**src/rtl/imuldiv_int_div_iterative_param_if.sv**
```systemverilog
// Request/response val/rdy bundle between a muldiv requester and the iterative divider.
// The master drives requests and accepts responses; the slave is the divider.
interface imuldiv_int_div_iterative_param_if #(
  parameter int unsigned WIDTH = 32
);
  logic               divreq_msg_fn;
  logic [WIDTH-1:0]   divreq_msg_a;
  logic [WIDTH-1:0]   divreq_msg_b;
  logic               divreq_val;
  logic               divreq_rdy;
  logic [2*WIDTH-1:0] divresp_msg_result;
  logic               divresp_val;
  logic               divresp_rdy;

  modport master (
    output divreq_msg_fn, divreq_msg_a, divreq_msg_b, divreq_val, divresp_rdy,
    input  divreq_rdy, divresp_msg_result, divresp_val
  );

  modport slave (
    input  divreq_msg_fn, divreq_msg_a, divreq_msg_b, divreq_val, divresp_rdy,
    output divreq_rdy, divresp_msg_result, divresp_val
  );
endinterface

```
**src/rtl/imuldiv_int_div_iterative_param.sv**
```systemverilog
// Iterative restoring divider: one quotient bit per cycle, signed/unsigned, with a
// single-cycle divide-by-zero path. Result is {remainder, quotient}.
module imuldiv_int_div_iterative_param #(
  parameter int unsigned WIDTH = 32
) (
  input logic                                clk,
  input logic                                reset,
  imuldiv_int_div_iterative_param_if.slave   div
);
  localparam int unsigned CNT_W = $clog2(WIDTH + 1);

  typedef enum logic [1:0] {StIdle, StCalc, StDone} state_e;

  state_e             state_q, state_d;
  logic [CNT_W-1:0]   cnt_q, cnt_d;
  logic [2*WIDTH:0]   work_q, work_d;
  logic [WIDTH-1:0]   dvsr_q, dvsr_d;
  logic [WIDTH-1:0]   quot_q, quot_d;
  logic [WIDTH-1:0]   rem_q, rem_d;
  logic               sign_a_q, sign_a_d;
  logic               sign_b_q, sign_b_d;

  // Signs are only meaningful in signed mode, so they are masked by fn at capture.
  logic             a_neg, b_neg;
  logic [WIDTH-1:0] a_mag, b_mag;

  assign a_neg = !div.divreq_msg_fn && div.divreq_msg_a[WIDTH-1];
  assign b_neg = !div.divreq_msg_fn && div.divreq_msg_b[WIDTH-1];
  assign a_mag = a_neg ? -div.divreq_msg_a : div.divreq_msg_a;
  assign b_mag = b_neg ? -div.divreq_msg_b : div.divreq_msg_b;

  logic [2*WIDTH:0] shifted;
  logic [WIDTH:0]   diff;
  logic [2*WIDTH:0] step;
  logic [WIDTH-1:0] q_raw, r_raw, q_fix, r_fix;

  assign shifted = work_q << 1;
  assign diff    = shifted[2*WIDTH:WIDTH] - {1'b0, dvsr_q};
  // Restore by keeping the shifted value whenever the trial subtraction went negative.
  assign step    = diff[WIDTH] ? shifted : {diff, shifted[WIDTH-1:1], 1'b1};
  assign q_raw   = step[WIDTH-1:0];
  assign r_raw   = step[2*WIDTH-1:WIDTH];
  assign q_fix   = (sign_a_q ^ sign_b_q) ? -q_raw : q_raw;
  assign r_fix   = sign_a_q ? -r_raw : r_raw;

  always_comb begin
    state_d  = state_q;
    cnt_d    = cnt_q;
    work_d   = work_q;
    dvsr_d   = dvsr_q;
    quot_d   = quot_q;
    rem_d    = rem_q;
    sign_a_d = sign_a_q;
    sign_b_d = sign_b_q;
    unique case (state_q)
      StIdle: begin
        if (div.divreq_val) begin
          sign_a_d = a_neg;
          sign_b_d = b_neg;
          work_d   = {{(WIDTH + 1){1'b0}}, a_mag};
          dvsr_d   = b_mag;
          if (div.divreq_msg_b == '0) begin
            quot_d  = '1;
            rem_d   = div.divreq_msg_a;
            state_d = StDone;
          end else begin
            cnt_d   = CNT_W'(WIDTH);
            state_d = StCalc;
          end
        end
      end
      StCalc: begin
        work_d = step;
        cnt_d  = cnt_q - CNT_W'(1);
        if (cnt_q == CNT_W'(1)) begin
          quot_d  = q_fix;
          rem_d   = r_fix;
          state_d = StDone;
        end
      end
      StDone: begin
        if (div.divresp_rdy) begin
          state_d = StIdle;
        end
      end
      default: state_d = StIdle;
    endcase
  end

  always_ff @(posedge clk or negedge reset) begin
    if (!reset) begin
      state_q  <= StIdle;
      cnt_q    <= '0;
      work_q   <= '0;
      dvsr_q   <= '0;
      quot_q   <= '0;
      rem_q    <= '0;
      sign_a_q <= 1'b0;
      sign_b_q <= 1'b0;
    end else begin
      state_q  <= state_d;
      cnt_q    <= cnt_d;
      work_q   <= work_d;
      dvsr_q   <= dvsr_d;
      quot_q   <= quot_d;
      rem_q    <= rem_d;
      sign_a_q <= sign_a_d;
      sign_b_q <= sign_b_d;
    end
  end

  // Ready is gated by reset so nothing looks acceptable while reset is held.
  assign div.divreq_rdy         = (state_q == StIdle) && reset;
  assign div.divresp_val        = (state_q == StDone);
  assign div.divresp_msg_result = {rem_q, quot_q};
endmodule

```
**src/flat_wrapper.sv**
```systemverilog
// flat-port wrapper written by rule: the top's interface ports become plain ports
module imuldiv_int_div_iterative_param_flat 
#(
  parameter int unsigned WIDTH = 32
)
  (clk, reset, div_divreq_msg_fn, div_divreq_msg_a, div_divreq_msg_b, div_divreq_val, div_divresp_rdy, div_divreq_rdy, div_divresp_msg_result, div_divresp_val);
  imuldiv_int_div_iterative_param_if #(.WIDTH(WIDTH)) div_i ();
  input logic clk;
  input logic reset;
  input wire logic [$bits(div_i.divreq_msg_fn)-1:0] div_divreq_msg_fn;
  input wire logic [$bits(div_i.divreq_msg_a)-1:0] div_divreq_msg_a;
  input wire logic [$bits(div_i.divreq_msg_b)-1:0] div_divreq_msg_b;
  input wire logic [$bits(div_i.divreq_val)-1:0] div_divreq_val;
  input wire logic [$bits(div_i.divresp_rdy)-1:0] div_divresp_rdy;
  output wire logic [$bits(div_i.divreq_rdy)-1:0] div_divreq_rdy;
  output wire logic [$bits(div_i.divresp_msg_result)-1:0] div_divresp_msg_result;
  output wire logic [$bits(div_i.divresp_val)-1:0] div_divresp_val;
  assign div_i.divreq_msg_fn = div_divreq_msg_fn;
  assign div_i.divreq_msg_a = div_divreq_msg_a;
  assign div_i.divreq_msg_b = div_divreq_msg_b;
  assign div_i.divreq_val = div_divreq_val;
  assign div_i.divresp_rdy = div_divresp_rdy;
  assign div_divreq_rdy = div_i.divreq_rdy;
  assign div_divresp_msg_result = div_i.divresp_msg_result;
  assign div_divresp_val = div_i.divresp_val;
  imuldiv_int_div_iterative_param #(.WIDTH(WIDTH)) u_core (.clk(clk), .reset(reset), .div(div_i));
endmodule
```
**config.mk**
```make
export PLATFORM = sky130hd
export DESIGN_NAME = imuldiv_int_div_iterative_param_flat
export DESIGN_NICKNAME = d
export VERILOG_FILES = /design/src/rtl/imuldiv_int_div_iterative_param_if.sv /design/src/rtl/imuldiv_int_div_iterative_param.sv /design/src/flat_wrapper.sv
export SDC_FILE = /design/constraint.sdc
export NUM_CORES = 1
export LEC_CHECK = 0
export CAP_MARGIN = 20
export CORE_MARGIN = 10
export CORE_UTILIZATION = 50
export DETAILED_ROUTE_END_ITERATION = 6
export PLACE_DENSITY = 0.72
export SYNTH_ARGS = -nofsm -noshare
export SYNTH_HDL_FRONTEND = slang
export SYNTH_SLANG_ARGS = --single-unit
```
**constraint.sdc**
```tcl
create_clock -name clk -period 6.9 [get_ports clk]
set_clock_uncertainty 0.2 [all_clocks]
set_input_delay 1.38 -clock clk [delete_from_list [all_inputs] [get_ports clk]]
set_output_delay 1.38 -clock clk [all_outputs]
set_load 0.02 [all_outputs]
```
After elaboration in Yosys (flattened, before gate mapping)
Cells that the tools add are included.
{ "word_totals": {"elab_cells": 58, "input_bits": 69, "ff_bits": 170, "output_inout_bits": 66} }
{ "op_classes": {"n_reduce_logical": 12, "bitwise": 1, "n_eq_ne": 8, "add_sub_neg": 6, "n_mux": 23} }
{ "op_table": {"columns": ["cell", "n"], "rows": [
  ["$mux W32", 10],
  ["$mux W64", 2],
  ["$neg A32 Y32", 4],
  ["$pmux W32 S2", 2],
  ["$pmux W64 S2", 1],
  ["$sub A33 B32 Y33", 1],
  ["$logic_not A32 Y1", 1],
  ["$mux W6", 2],
  ["$pmux W6 S2", 1],
  ["$mux W2", 4],
  ["$eq A6 B1 Y1 const B", 1],
  ["$ne A2 B2 Y1 const B", 3],
  ["$pmux W2 S3", 1],
  ["$reduce_and A3 Y1", 2],
  ["$sub A6 B1 Y6 const B", 1],
  ["$ne A2 B1 Y1 const B", 2],
  ["$reduce_and A2 Y1", 2],
  ["$reduce_and A4 Y1", 1],
  ["$logic_and A1 B1 Y1", 3],
  ["$eq A2 B1 Y1 const B", 1],
  ["$eq A2 B2 Y1 const B", 1],
  ["$logic_not A2 Y1", 1],
  ["$reduce_bool A2 Y1", 1],
  ["$logic_not A1 Y1", 1],
  ["$xor A1 B1 Y1", 1]
]} }

Logic depth before layout (Yosys ltp)
Gate-level depths: netlist of run 1.
{ "logic_depth": {"depth_word": 6, "ltp_mapped": 25, "ltp_nobuf": 23} }

Least setup slack after synthesis of run 1
OpenSTA, ideal clock, no wires.
{ "synth_path": {"kind": "register to register", "from": "register u_core.work_q[31]", "to": "register u_core.rem_q[28]", "path_stages_with_launch": 23, "required_ns": 6.574, "period_less_slack_ns": 5.621, "path_buffers": 2, "setup_time_ns": 0.126, "arrival_time_ns": 5.296, "setup_slack_ns": 1.279, "cell_sequence": "dfrtp_1 -> inv_1 -> ha_1 -> inv_1 -> fa_1 -> a21o_1 -> a22o_1 -> a221o_1 -> o21a_1 -> nor3_4 -> nor2_8 -> inv_4 -> clkbuf_1 -> buf_1 -> mux2i_1 -> ha_1 -> nand3_1 -> or3_1 -> o41a_1 -> or4_4 -> o31ai_4 -> xnor2_1 -> a21oi_2"} }
{ "synth_between": {"elab_chain_cells": 6} }
{ "synth_lines": {"columns": ["element", "line", "source"], "rows": [
  ["start: declaration", "imuldiv_int_div_iterative_param.sv:16", "logic [2*WIDTH:0] work_q, work_d;"],
  ["start signal: assignment", "imuldiv_int_div_iterative_param.sv:103", "work_q <= work_d;"],
  ["$sub A33 B32 Y33", "imuldiv_int_div_iterative_param.sv:38", "assign diff = shifted[2*WIDTH:WIDTH] - {1'b0, dvsr_q};"],
  ["$mux W64 *", "imuldiv_int_div_iterative_param.sv:40", "assign step = diff[WIDTH] ? shifted : {diff, shifted[WIDTH-1:1], 1'b1};"],
  ["$neg A32 Y32", "imuldiv_int_div_iterative_param.sv:44", "assign r_fix = sign_a_q ? -r_raw : r_raw;"],
  ["$mux W32 *", "imuldiv_int_div_iterative_param.sv:44", null],
  ["$mux W32 *", "imuldiv_int_div_iterative_param.sv:75", "if (cnt_q == CNT_W'(1)) begin"],
  ["$pmux W32 S2 *", "imuldiv_int_div_iterative_param.sv:55", "unique case (state_q)"],
  ["end signal: assignment", "imuldiv_int_div_iterative_param.sv:106", "rem_q <= rem_d;"],
  ["end: declaration", "imuldiv_int_div_iterative_param.sv:19", "logic [WIDTH-1:0] rem_q, rem_d;"]
]} }
Every way passes the cells marked *; elsewhere a longest branch is shown, timed or not. The select of a mux whose other input is x is not followed.
A chain may end at the register's enable or synchronous reset.

Worst setup path after layout of run 1
{ "layout_path": {"from": "register u_core.work_q[31]", "to": "register u_core.rem_q[30]"} }
The elaborated chain is that of the path after synthesis.

==> reports/results.ini, run 1 <==
[floorplanning]
io-pin-count=135
floorplan.core_area_um2=24300
start_util_pct=50.7
placementRows=57
chipWidth_um=177
die_height_um=177
die_area_um2=31300

[final_layout]
area_delta_synth_final_pct=17.7
layout-drive-gt1-share_pct=4.78
antenna-diode-count=0
nNetsFinal=1728
post_layout_instance_count_excluding_filler_cells=1957
fillCellCount=2191

[grt]
gr-usage-all-layers_pct=25.5
grt_pass1_wl_um=64000
grt_overflow=0
grt_pass1_vias=11400
grt_start_max_net_pins=76
grt_antenna_before_repair=0

[worst_setup_path]
crit_buf_inv=3
r2r_setup_slack_ps=720
crit_fanout=13
cp-start-kind=flop
worst_path_max_delay_cell=sky130_fd_sc_hd__a2111oi_1
timing.critical_path.arrival_ps=6300
worst_r2r_endpoint=u_core.rem_q[30]
worstPathCellList=inv_1, ha_1, inv_1, fa_1, a21o_1, a22o_1, a221o_1, o21a_1, nor3_4, nor2_8, inv_4, mux2i_1, ha_1, nand3_1, nor4b_1, nand2_1, a2111oi_1, a41oi_1, xnor2_1, a221o_1
critical_path.reg2reg.startpoint=u_core.work_q[31]
start_point_of_the_critical_path=u_core.work_q[31]
crit_type=reg -> reg
cp_top_family=compound AO/OA/AOI/OAI gates
worstSetupEndpointType=flop
cpPeakStageDelay_ps=710
worst_r2r_path_depth=20
timing.critical_path.required_ps=7020

[drt]
detailedRoute.firstIterationViolations=1214
dr_total_vias=12100
firstDrtPassIters=5
drt.antenna.violating_nets=0
met3_length_um=3810
drc_errors=0
post_drt_wl_per_cell_um=20.6
top_layer_used=met4
detail_route.wirelength_um=40200
met1Wirelength_um=18200
routed_via_density=6.21
wl_met2_um=17000

[synthesis]
yosys_warnings=0
syn-cell-area_um2=12300
synthCells=1535
syn-num-nets=1643
synth.largest_area_cell=sky130_fd_sc_hd__dfrtp_1
synth_largest_type_area_fraction_pct=34.5
ys_seq_area_share_pct=34.5
postSynth.topFlopCell=sky130_fd_sc_hd__dfrtp_1
yosysMostFrequentCell=sky130_fd_sc_hd__nand2_1
synth.lib_cells_used.distinct=76
syn_avg_cell_area_um2=8.03
synth-edff-count=0
asr_flop_ratio_synth_pct=100
postSynthRegisterBits=170
synth.top_cells.by_count=sky130_fd_sc_hd__nand2_1 (180), sky130_fd_sc_hd__dfrtp_1 (170), sky130_fd_sc_hd__o21ai_0 (154), sky130_fd_sc_hd__nor2_1 (150), sky130_fd_sc_hd__a21oi_1 (116)
synthTopCellsByArea=sky130_fd_sc_hd__dfrtp_1 (35%), sky130_fd_sc_hd__o21ai_0 (6.3%), sky130_fd_sc_hd__nand2_1 (5.5%)

[clock_tree]
cts_made_buffers=17
worstSkewPairLatency_ps=440
ctsResizeCount=0
cts.reportedPaths.clkPinSlew_ps=70
tritoncts=built
cts-root-buf=sky130_fd_sc_hd__clkbuf_16
htreeDepth=4
clk_path_buf_depth=2
cts_num_sinks=170
holdBufCountCts=0
postCtsSetupRepairBufs=0

[worst_hold_path]
min_delay_worst_endpoint=u_core.dvsr_q[9]
holdPathStages=2
hold_class=reg -> reg
holdCritStartpoint=u_core.dvsr_q[9]

[sta]
hold_viol=0
worst_slew_pin_slew_ps=1080
timing.fmax_mhz=162
slew_headroom_pct=27.8
grt_setup_unrepaired=no
timing.setup.tns_ps=0
final_period_minus_worst_setup_slack_ps=6180
fin_crit_sh_pct=89.6
slew_violations=0
setup-violations-final=0

[outcome]
outcome=completed

[placed_design]
place_congestion=0.937
hpwl_um=30400
placed_cells=1923
io_buffers=134

[run]
cap_viol_max_count=0

==> layout make-up <==
| cell class | count | area, um2 | area share, % |
|---|---|---|---|
| Multi-Input combinational cell | 1221 | 7540 | 51.9 |
| Sequential cell | 170 | 4250 | 29.3 |
| Timing Repair Buffer | 152 | 1490 | 10.3 |
| Clock buffer | 17 | 425 | 2.93 |
| Tap cell | 324 | 405 | 2.79 |
| Inverter | 58 | 220 | 1.52 |
| Clock inverter | 15 | 183 | 1.26 |
==> logic make-up after synthesis <==
| group | count (synthesis) | synth area share (%) |
|---|---|---|
| xor gates and xnor gates | 136 | 9.66 |
| muxes | 26 | 2.14 |
| DFF | 170 | 34.5 |
| and+or+nand+nor | 536 | 20.7 |
| adders and majority gates | 39 | 4.02 |
| AOI/OAI and AO/OA | 484 | 24.4 |
| buffers and inverters | 144 | 4.55 |
==> layer usage <==
layer	global-route usage [%]	vias to the layer above
met5	0	-
met4	9.25	0
met3	5.18	73
met2	37.4	571
met1	36.1	5808
li1	-	5695
==> worst max-delay path by stage <==
stage	endpoint	slack [ps]	cells past startpoint
3_3_place_gp	u_core.rem_q[30]	800	20
6_report	u_core.rem_q[30]	720	20
5_1_grt	u_core.rem_q[30]	450	20
2_1_floorplan	u_core.rem_q[28]	1280	22
3_5_place_dp	u_core.rem_q[30]	810	20
4_1_cts	u_core.rem_q[30]	790	20
==> sequential cells by signal, indices dropped and copies added (netlist names) <==
| name | cells |
|---|---|
| u_core.work_q | 64 |
| u_core.dvsr_q | 32 |
| u_core.quot_q | 32 |
| u_core.rem_q | 32 |
| u_core.cnt_q | 6 |
| u_core.state_q | 2 |
| u_core.sign_a_q | 1 |
| u_core.sign_b_q | 1 |
==> metrics by stage <==
step / setup WS [ps] / area [um2] / hold slack (ps) / utilization [%]
6_report: 720 / 14500 / 279 / 59.7
5_1_grt: 448 / 14500 / 318 / 59.7
4_1_cts: 788 / 14500 / 286 / 59.6
3_5_place_dp: 813 / 13900 / 270 / 57.1
3_3_place_gp: 801 / 13900 / 261 / 57.1
2_1_floorplan: 1280 / 12300 / 250 / -
==> placed cells by master, fill, tap and decap left out, drive strengths merged, types with 6 or more instances in the layout <==
cell type and instances:
nor3 33, o21ai 160, buf 18, a21oi 118, and2 15, mux2i 23, xnor2 63, nand3 23
inv 65, a211oi 10, xor2 73, or4 15, nor2b 10, o22ai 13, a31oi 34, o21a 6
clkdlybuf4s50 133, nand2b 16, a21o 19, o41ai 11, ha 38, o31ai 26, nor2 151, and3 17
or3 30, a22oi 22, nand2 180, o211ai 13, nor4 20, clkbuf 18, nand4 7, dfrtp 170
==> worst register-to-register path, cell delays in order (launching register included) <==
cell	delay, ps
sky130_fd_sc_hd__dfrtp_1	430
sky130_fd_sc_hd__inv_1	80
sky130_fd_sc_hd__ha_1	180
sky130_fd_sc_hd__inv_1	60
sky130_fd_sc_hd__fa_1	410
sky130_fd_sc_hd__a21o_1	210
sky130_fd_sc_hd__a22o_1	190
sky130_fd_sc_hd__a221o_1	430
sky130_fd_sc_hd__o21a_1	300
sky130_fd_sc_hd__nor3_4	630
sky130_fd_sc_hd__nor2_8	50
sky130_fd_sc_hd__inv_4	120
sky130_fd_sc_hd__mux2i_1	330
sky130_fd_sc_hd__ha_1	280
sky130_fd_sc_hd__nand3_1	130
sky130_fd_sc_hd__nor4b_1	450
sky130_fd_sc_hd__nand2_1	100
sky130_fd_sc_hd__a2111oi_1	710
sky130_fd_sc_hd__a41oi_1	240
sky130_fd_sc_hd__xnor2_1	190
sky130_fd_sc_hd__a221o_1	340
Power of run 1 is left out: the tool's default activity adds up to more than one toggle a clock period on the data nets, which glitch-free logic cannot reach.
==> inputs of run 2 (changes only) <==
--- a/config.mk
+++ b/config.mk
@@ -8,6 +8,7 @@
 export CAP_MARGIN = 20
 export CORE_MARGIN = 10
 export CORE_UTILIZATION = 50
+export CTS_CLUSTER_DIAMETER = 150
 export DETAILED_ROUTE_END_ITERATION = 6
 export PLACE_DENSITY = 0.72
 export SYNTH_ARGS = -nofsm -noshare
==> results of run 2 <==
Final layout, timing and power as in run 1 (identical DEF).
Power of run 2 is left out for the same reason.
